===== config.mk =====
export PLATFORM = sky130hd
export DESIGN_NAME = tile_fetch_sequencer
export DESIGN_NICKNAME = d
export VERILOG_FILES = /design/src/rtl/tile_fetch_sequencer.sv
export SDC_FILE = /design/constraint.sdc
export NUM_CORES = 1
export LEC_CHECK = 0
export CAP_MARGIN = 20
export CELL_PAD_IN_SITES_DETAIL_PLACEMENT = 0
export CELL_PAD_IN_SITES_GLOBAL_PLACEMENT = 1
export CORE_MARGIN = 2
export CORE_UTILIZATION = 30
export DETAILED_ROUTE_END_ITERATION = 12
export PLACE_DENSITY = 0.7
export SYNTH_ARGS = -nofsm -noshare
export SYNTH_HDL_FRONTEND = slang
export SYNTH_SLANG_ARGS = --single-unit

===== constraint.sdc =====
create_clock -name clk -period 2.7 [get_ports clk]
set_clock_uncertainty 0.15 [all_clocks]
set_input_delay 0.27 -clock clk [delete_from_list [all_inputs] [get_ports clk]]
set_output_delay 0.27 -clock clk [all_outputs]
set_load 0.1 [all_outputs]

===== src/rtl/tile_fetch_sequencer.sv =====
// rtl/tile_fetch_sequencer.sv - per-scanline tilemap fetch sequencer with token FIFO; optional stall counter under TILE_FETCH_STALL_STATS_EN
module tile_fetch_sequencer #(
    parameter int MAP_W      = 40,
    parameter int MAP_H      = 30,
    parameter int TILE_SHIFT = 4,
    parameter int FIFO_DEPTH = 8
) (
    input  logic        clk,
    input  logic        reset,
    input  logic        i_line_start,
    input  logic [9:0]  i_line_y,
    input  logic [5:0]  i_scroll_x,
    input  logic [5:0]  i_scroll_y,
    output logic [5:0]  o_tilemap_x_idx,
    output logic [5:0]  o_tilemap_y_idx,
    input  logic [7:0]  i_tilemap_texture_idx,
    output logic        o_tile_valid,
    input  logic        i_tile_ready,
    output logic [5:0]  o_tile_col,
    output logic [7:0]  o_tile_texture_idx,
    output logic        o_busy,
    output logic        o_overrun,
    output logic [15:0] o_stall_cycles
);

    localparam int PTR_W = $clog2(FIFO_DEPTH);
    localparam int CNT_W = PTR_W + 1;
    localparam logic [5:0]       LAST_COL  = 6'(MAP_W - 1);
    localparam logic [6:0]       MAP_H_W   = 7'(MAP_H);
    localparam logic [PTR_W-1:0] PTR_ONE   = PTR_W'(1);
    localparam logic [CNT_W-1:0] CNT_ONE   = CNT_W'(1);
    localparam logic [CNT_W-1:0] CNT_FULL  = CNT_W'(FIFO_DEPTH);

    typedef enum logic [1:0] {
        S_IDLE,
        S_ISSUE,
        S_WAIT_SPACE,
        S_CAPTURE
    } state_t;

    state_t state, state_nx;

    logic [5:0]       row;
    logic [5:0]       col_src;
    logic [5:0]       scr_col;
    logic [6:0]       row_sum;
    logic [5:0]       row_new;
    logic             overrun;

    logic [13:0]      fifo_mem [FIFO_DEPTH];
    logic [PTR_W-1:0] wr_ptr;
    logic [PTR_W-1:0] rd_ptr;
    logic [CNT_W-1:0] count;
    logic             fifo_has_space;
    logic             push;
    logic             pop;
    logic             advance;
    logic             restart;

    // Sum stays below 2*MAP_H for legal inputs, so one conditional subtract wraps it.
    assign row_sum = 7'(i_line_y >> TILE_SHIFT) + 7'(i_scroll_y);
    assign row_new = (row_sum >= MAP_H_W) ? 6'(row_sum - MAP_H_W) : row_sum[5:0];

    assign fifo_has_space = (count != CNT_FULL);
    assign o_tile_valid   = (count != '0);
    assign pop            = o_tile_valid && i_tile_ready;
    assign restart        = i_line_start && (state != S_IDLE);

    always_ff @(posedge clk) begin
        if (reset) begin
            state <= S_IDLE;
        end else begin
            state <= state_nx;
        end
    end

    always_comb begin
        state_nx = state;
        push     = 1'b0;
        advance  = 1'b0;
        case (state)
            S_IDLE: begin
                if (i_line_start) state_nx = S_ISSUE;
            end
            S_ISSUE: begin
                state_nx = fifo_has_space ? S_CAPTURE : S_WAIT_SPACE;
            end
            S_WAIT_SPACE: begin
                if (fifo_has_space) state_nx = S_CAPTURE;
            end
            S_CAPTURE: begin
                push = 1'b1;
                if (scr_col == LAST_COL) begin
                    state_nx = S_IDLE;
                end else begin
                    advance  = 1'b1;
                    state_nx = S_ISSUE;
                end
            end
            default: state_nx = S_IDLE;
        endcase
        if (i_line_start) begin
            state_nx = S_ISSUE;
            advance  = 1'b0;
        end
    end

    always_ff @(posedge clk) begin
        if (reset) begin
            row     <= '0;
            col_src <= '0;
            scr_col <= '0;
            overrun <= 1'b0;
        end else if (i_line_start) begin
            row     <= row_new;
            col_src <= i_scroll_x;
            scr_col <= '0;
            if (state != S_IDLE) overrun <= 1'b1;
        end else if (advance) begin
            col_src <= (col_src == LAST_COL) ? 6'd0 : col_src + 6'd1;
            scr_col <= scr_col + 6'd1;
        end
    end

    // A restart discards both the stale queue and the capture in flight.
    always_ff @(posedge clk) begin
        if (reset) begin
            wr_ptr <= '0;
            rd_ptr <= '0;
            count  <= '0;
            for (int i = 0; i < FIFO_DEPTH; i++) fifo_mem[i] <= '0;
        end else if (restart) begin
            wr_ptr <= '0;
            rd_ptr <= '0;
            count  <= '0;
        end else begin
            if (push) begin
                fifo_mem[wr_ptr] <= {scr_col, i_tilemap_texture_idx};
                wr_ptr           <= wr_ptr + PTR_ONE;
            end
            if (pop) rd_ptr <= rd_ptr + PTR_ONE;
            case ({push, pop})
                2'b10:   count <= count + CNT_ONE;
                2'b01:   count <= count - CNT_ONE;
                default: count <= count;
            endcase
        end
    end

    assign {o_tile_col, o_tile_texture_idx} = fifo_mem[rd_ptr];
    assign o_tilemap_x_idx = col_src;
    assign o_tilemap_y_idx = row;
    assign o_busy          = (state != S_IDLE);
    assign o_overrun       = overrun;

`ifdef TILE_FETCH_STALL_STATS_EN
    logic [15:0] stall_cnt;

    always_ff @(posedge clk) begin
        if (reset) begin
            stall_cnt <= '0;
        end else if (i_line_start) begin
            stall_cnt <= '0;
        end else if ((state == S_WAIT_SPACE) && (stall_cnt != 16'hFFFF)) begin
            stall_cnt <= stall_cnt + 16'd1;
        end
    end

    assign o_stall_cycles = stall_cnt;
`else
    assign o_stall_cycles = 16'h0000;
`endif

endmodule


==> impl_metrics.ini <==
[finish]
drive_above_1_share = 0.235
antenna_cells = 0
final_area_sq_um = 8780
fillCellCount = 2135
final_core_utilization = 0.385
layout_common_cells = and2_1, edfxtp_1, buf_4
nNetsFinal = 668
area_delta_synth_final_pct = 25.0

[routing]
drc = 0
via_count = 4446
wl_per_cell_um = 17.1
firstDrtPassIters = 5
drtIter0Drc = 314
ant_nets = 0
routed_via_density = 4.72
wirelength_mm = 16.1

[pwr]
finalPower_uw = 5640
peakVddDrop_v = 0.000346
p_int_uw = 4100
swShare = 0.272
power_density_nw_per_um2 = 642
power_switching_uw = 1540
pwr-share-seq = 0.449
clock_power_share = 0.402
p_comb_frac = 0.148
leakage_uw = 0.00325

[flow_run]
max_cap_violations = 0

[sta]
layout_min_cycle_time_ns = 2.58
period_share = 0.954
fin_ws_ns = 0.123
hold_ws_ns = 0.301
finalHoldViolations = 0
tightest_slew_ns = 1.10
slew_viol_final = 0
rsz0062_at_grt = no
setup-violations-final = 0
fmax_mhz = 388
slew_headroom = 0.267

[grt]
grt_max_degree = 29
grt_antenna_before_repair = 0
overflow = 0
track_usage = 0.136
grt_first_pass_wirelength_mm = 24.8
grt_pass1_vias = 4596

[place]
io_buffers = 58
gp_congestion = 0.781
dp_slack_ns = -0.259
dpl.hpwl_mm = 10.3
placed_area_sq_um = 8170

[synth]
ys.flop_type = edfxtp_1
synth-edff-count = 112
syn_avg_cell_area_sq_um = 13.0
synth_area_sq_um = 7020
syn_inst = 539
synth-seq-cells = 146
async_flop_share = 0
yosys_warnings = 0
synthDistinctLibCells = 47
yosysSeqAreaShare = 0.576

[setup_path]
max_stage_delay_ns = 0.42
path_cells = clkdlybuf4s50_1, ha_1, fa_1, a211oi_2, nor2_1, xnor2_1, o311ai_1, nor2_1, o32ai_1
critical_path.most_common_cell = nor2_1
crit_type = in -> reg
crit_path_end_kind = flop
cp.arrival_ns = 2.75
crit_slowest_cell = fa_1
critPathMaxFanout = 4
cp-start-kind = primary input
crit_required_ns = 2.87
reg2regPathDepth = 10

[clocking]
cts_tree = yes
root_buffer = clkbuf_16
postCtsHoldBufs = 0
cts-htree-levels = 4
clockBufferDepth = 2
clock_latency_ns = 0.41
path_clk_slew_ns = 0.06
cts_inserted_buffers = 17
cts.sinks = 146

[floorplanning]
initial_core_util = 0.308
chipWidth_um = 157
die_height_um = 157
fp-row-count = 55
core_sq_um = 22800
die_area_sq_um = 24600
io_pins = 79

[worst_hold_path]
min_delay_path_depth = 3
hp-class = in -> reg

[status]
status = finished, final reports clean
[layer usage]
layer	vias to the layer above	GRT usage	part of all wire	routed length (um)
met1	2215	0.173	0.43	6930
met3	19	0.0322	0.052	843
li1	2074	-	-	-
met2	138	0.228	0.50	8040
met5	-	0	0	0
met4	0	0.0472	0.017	270
[sequential cells by signal (all words and copies together), names as in the netlist, named ones only]
signal / count
fifo_mem: 112
o_tilemap_x_idx: 6
o_tilemap_y_idx: 6
scr_col: 6
count: 4
rd_ptr: 3
wr_ptr: 3
state: 2
o_overrun: 1
[path summary, 6_finish.rpt]
kind / slack (ns) / to / start
max: 0.12 / o_tilemap_y_idx[5]$_SDFFE_PP0P_ / i_line_y[4]
min: 0.30 / o_tilemap_x_idx[0]$_SDFFE_PP0P_ / i_scroll_x[0]
max reg2reg: 0.14 / count[3]$_SDFFE_PP0P_ / count[2]$_SDFFE_PP0P_
min reg2reg: 0.32 / o_overrun$_SDFFE_PP0P_ / o_overrun$_SDFFE_PP0P_
[area by class of cell]
| cell class | instances | area, sq um | area share |
|---|---|---|---|
| sequential | 146 | 4050 | 0.461 |
| multi-input combinational | 356 | 2790 | 0.318 |
| timing repair buffer | 90 | 956 | 0.109 |
| clock buffer | 17 | 425 | 0.0485 |
| tap | 313 | 392 | 0.0446 |
| clock inverter | 13 | 136 | 0.0155 |
| inverter | 7 | 26.3 | 0.00299 |
[cells in the mapped netlist, drive strengths merged (2+ instances only)]
cell | number | share of area
buf | 23 | 0.022
nor2 | 41 | 0.022
or3 | 3 | 0.0027
a211o | 2 | 0.0025
mux2 | 14 | 0.022
nand3 | 7 | 0.0050
mux4 | 28 | 0.090
or4 | 2 | 0.0021
fa | 2 | 0.0057
o21ai | 10 | 0.0071
ha | 14 | 0.025
clkbuf | 22 | 0.012
inv | 7 | 0.0037
nor3 | 8 | 0.0064
xor2 | 13 | 0.016
o21a | 2 | 0.0021
nand2b | 2 | 0.0018
o311ai | 2 | 0.0025
nand4 | 6 | 0.0053
a21o | 3 | 0.0034
a211oi | 4 | 0.0050
or2 | 4 | 0.0036
nand2 | 23 | 0.013
nand4b | 2 | 0.0025
xnor2 | 7 | 0.0087
mux2i | 5 | 0.0071
edfxtp | 112 | 0.48
dfxtp | 34 | 0.097
a21oi | 14 | 0.012
and2 | 112 | 0.10
[repair_timing]
action                     4_1_cts  5_1_grt
setup endpoints to repair        0        8
setup buffers                    0        1
hold endpoints to repair         0        0
gates resized for setup          0        5
[through the flow]
stage	setup TNS, ns	std cells
global route	0	942
detailed placement	-1.09	909
global placement	-0.863	909
finish	0	942
CTS	0	939
floorplan	-0.276	554
[worst max-delay path, delay by kind of cell]
family | cells | cell delay [ns]
adder cells (fa/ha/maj) | 2 | 0.64
AND/OR/NAND/NOR | 2 | 0.28
buffers and inverters | 1 | 0.40
XOR/XNOR | 1 | 0.15
AO/OA/AOI/OAI | 3 | 0.99
[power groups by stage]
stage	clock, uW	sequential, uW	combinational [uW]
floorplan	0	2720	446
global placement	0	2580	825
detailed placement	0	2580	834
CTS	2310	2540	837
global route	2420	2540	878
finish	2270	2530	835
[cell families (layout without fill, tap and decap cells)]
kind of cell	after synthesis	after routing	synth area share
other	1	16	0.000534
DFF	146	146	0.576
muxes	47	47	0.119
adders and majority gates	16	16	0.0307
and+or+nand+nor	212	212	0.166
AOI/OAI and AO/OA	45	45	0.0442
xor gates and xnor gates	20	20	0.0250
buffers and inverters	52	127	0.0380
No activity file was read; power rests on OpenSTA's default activity.
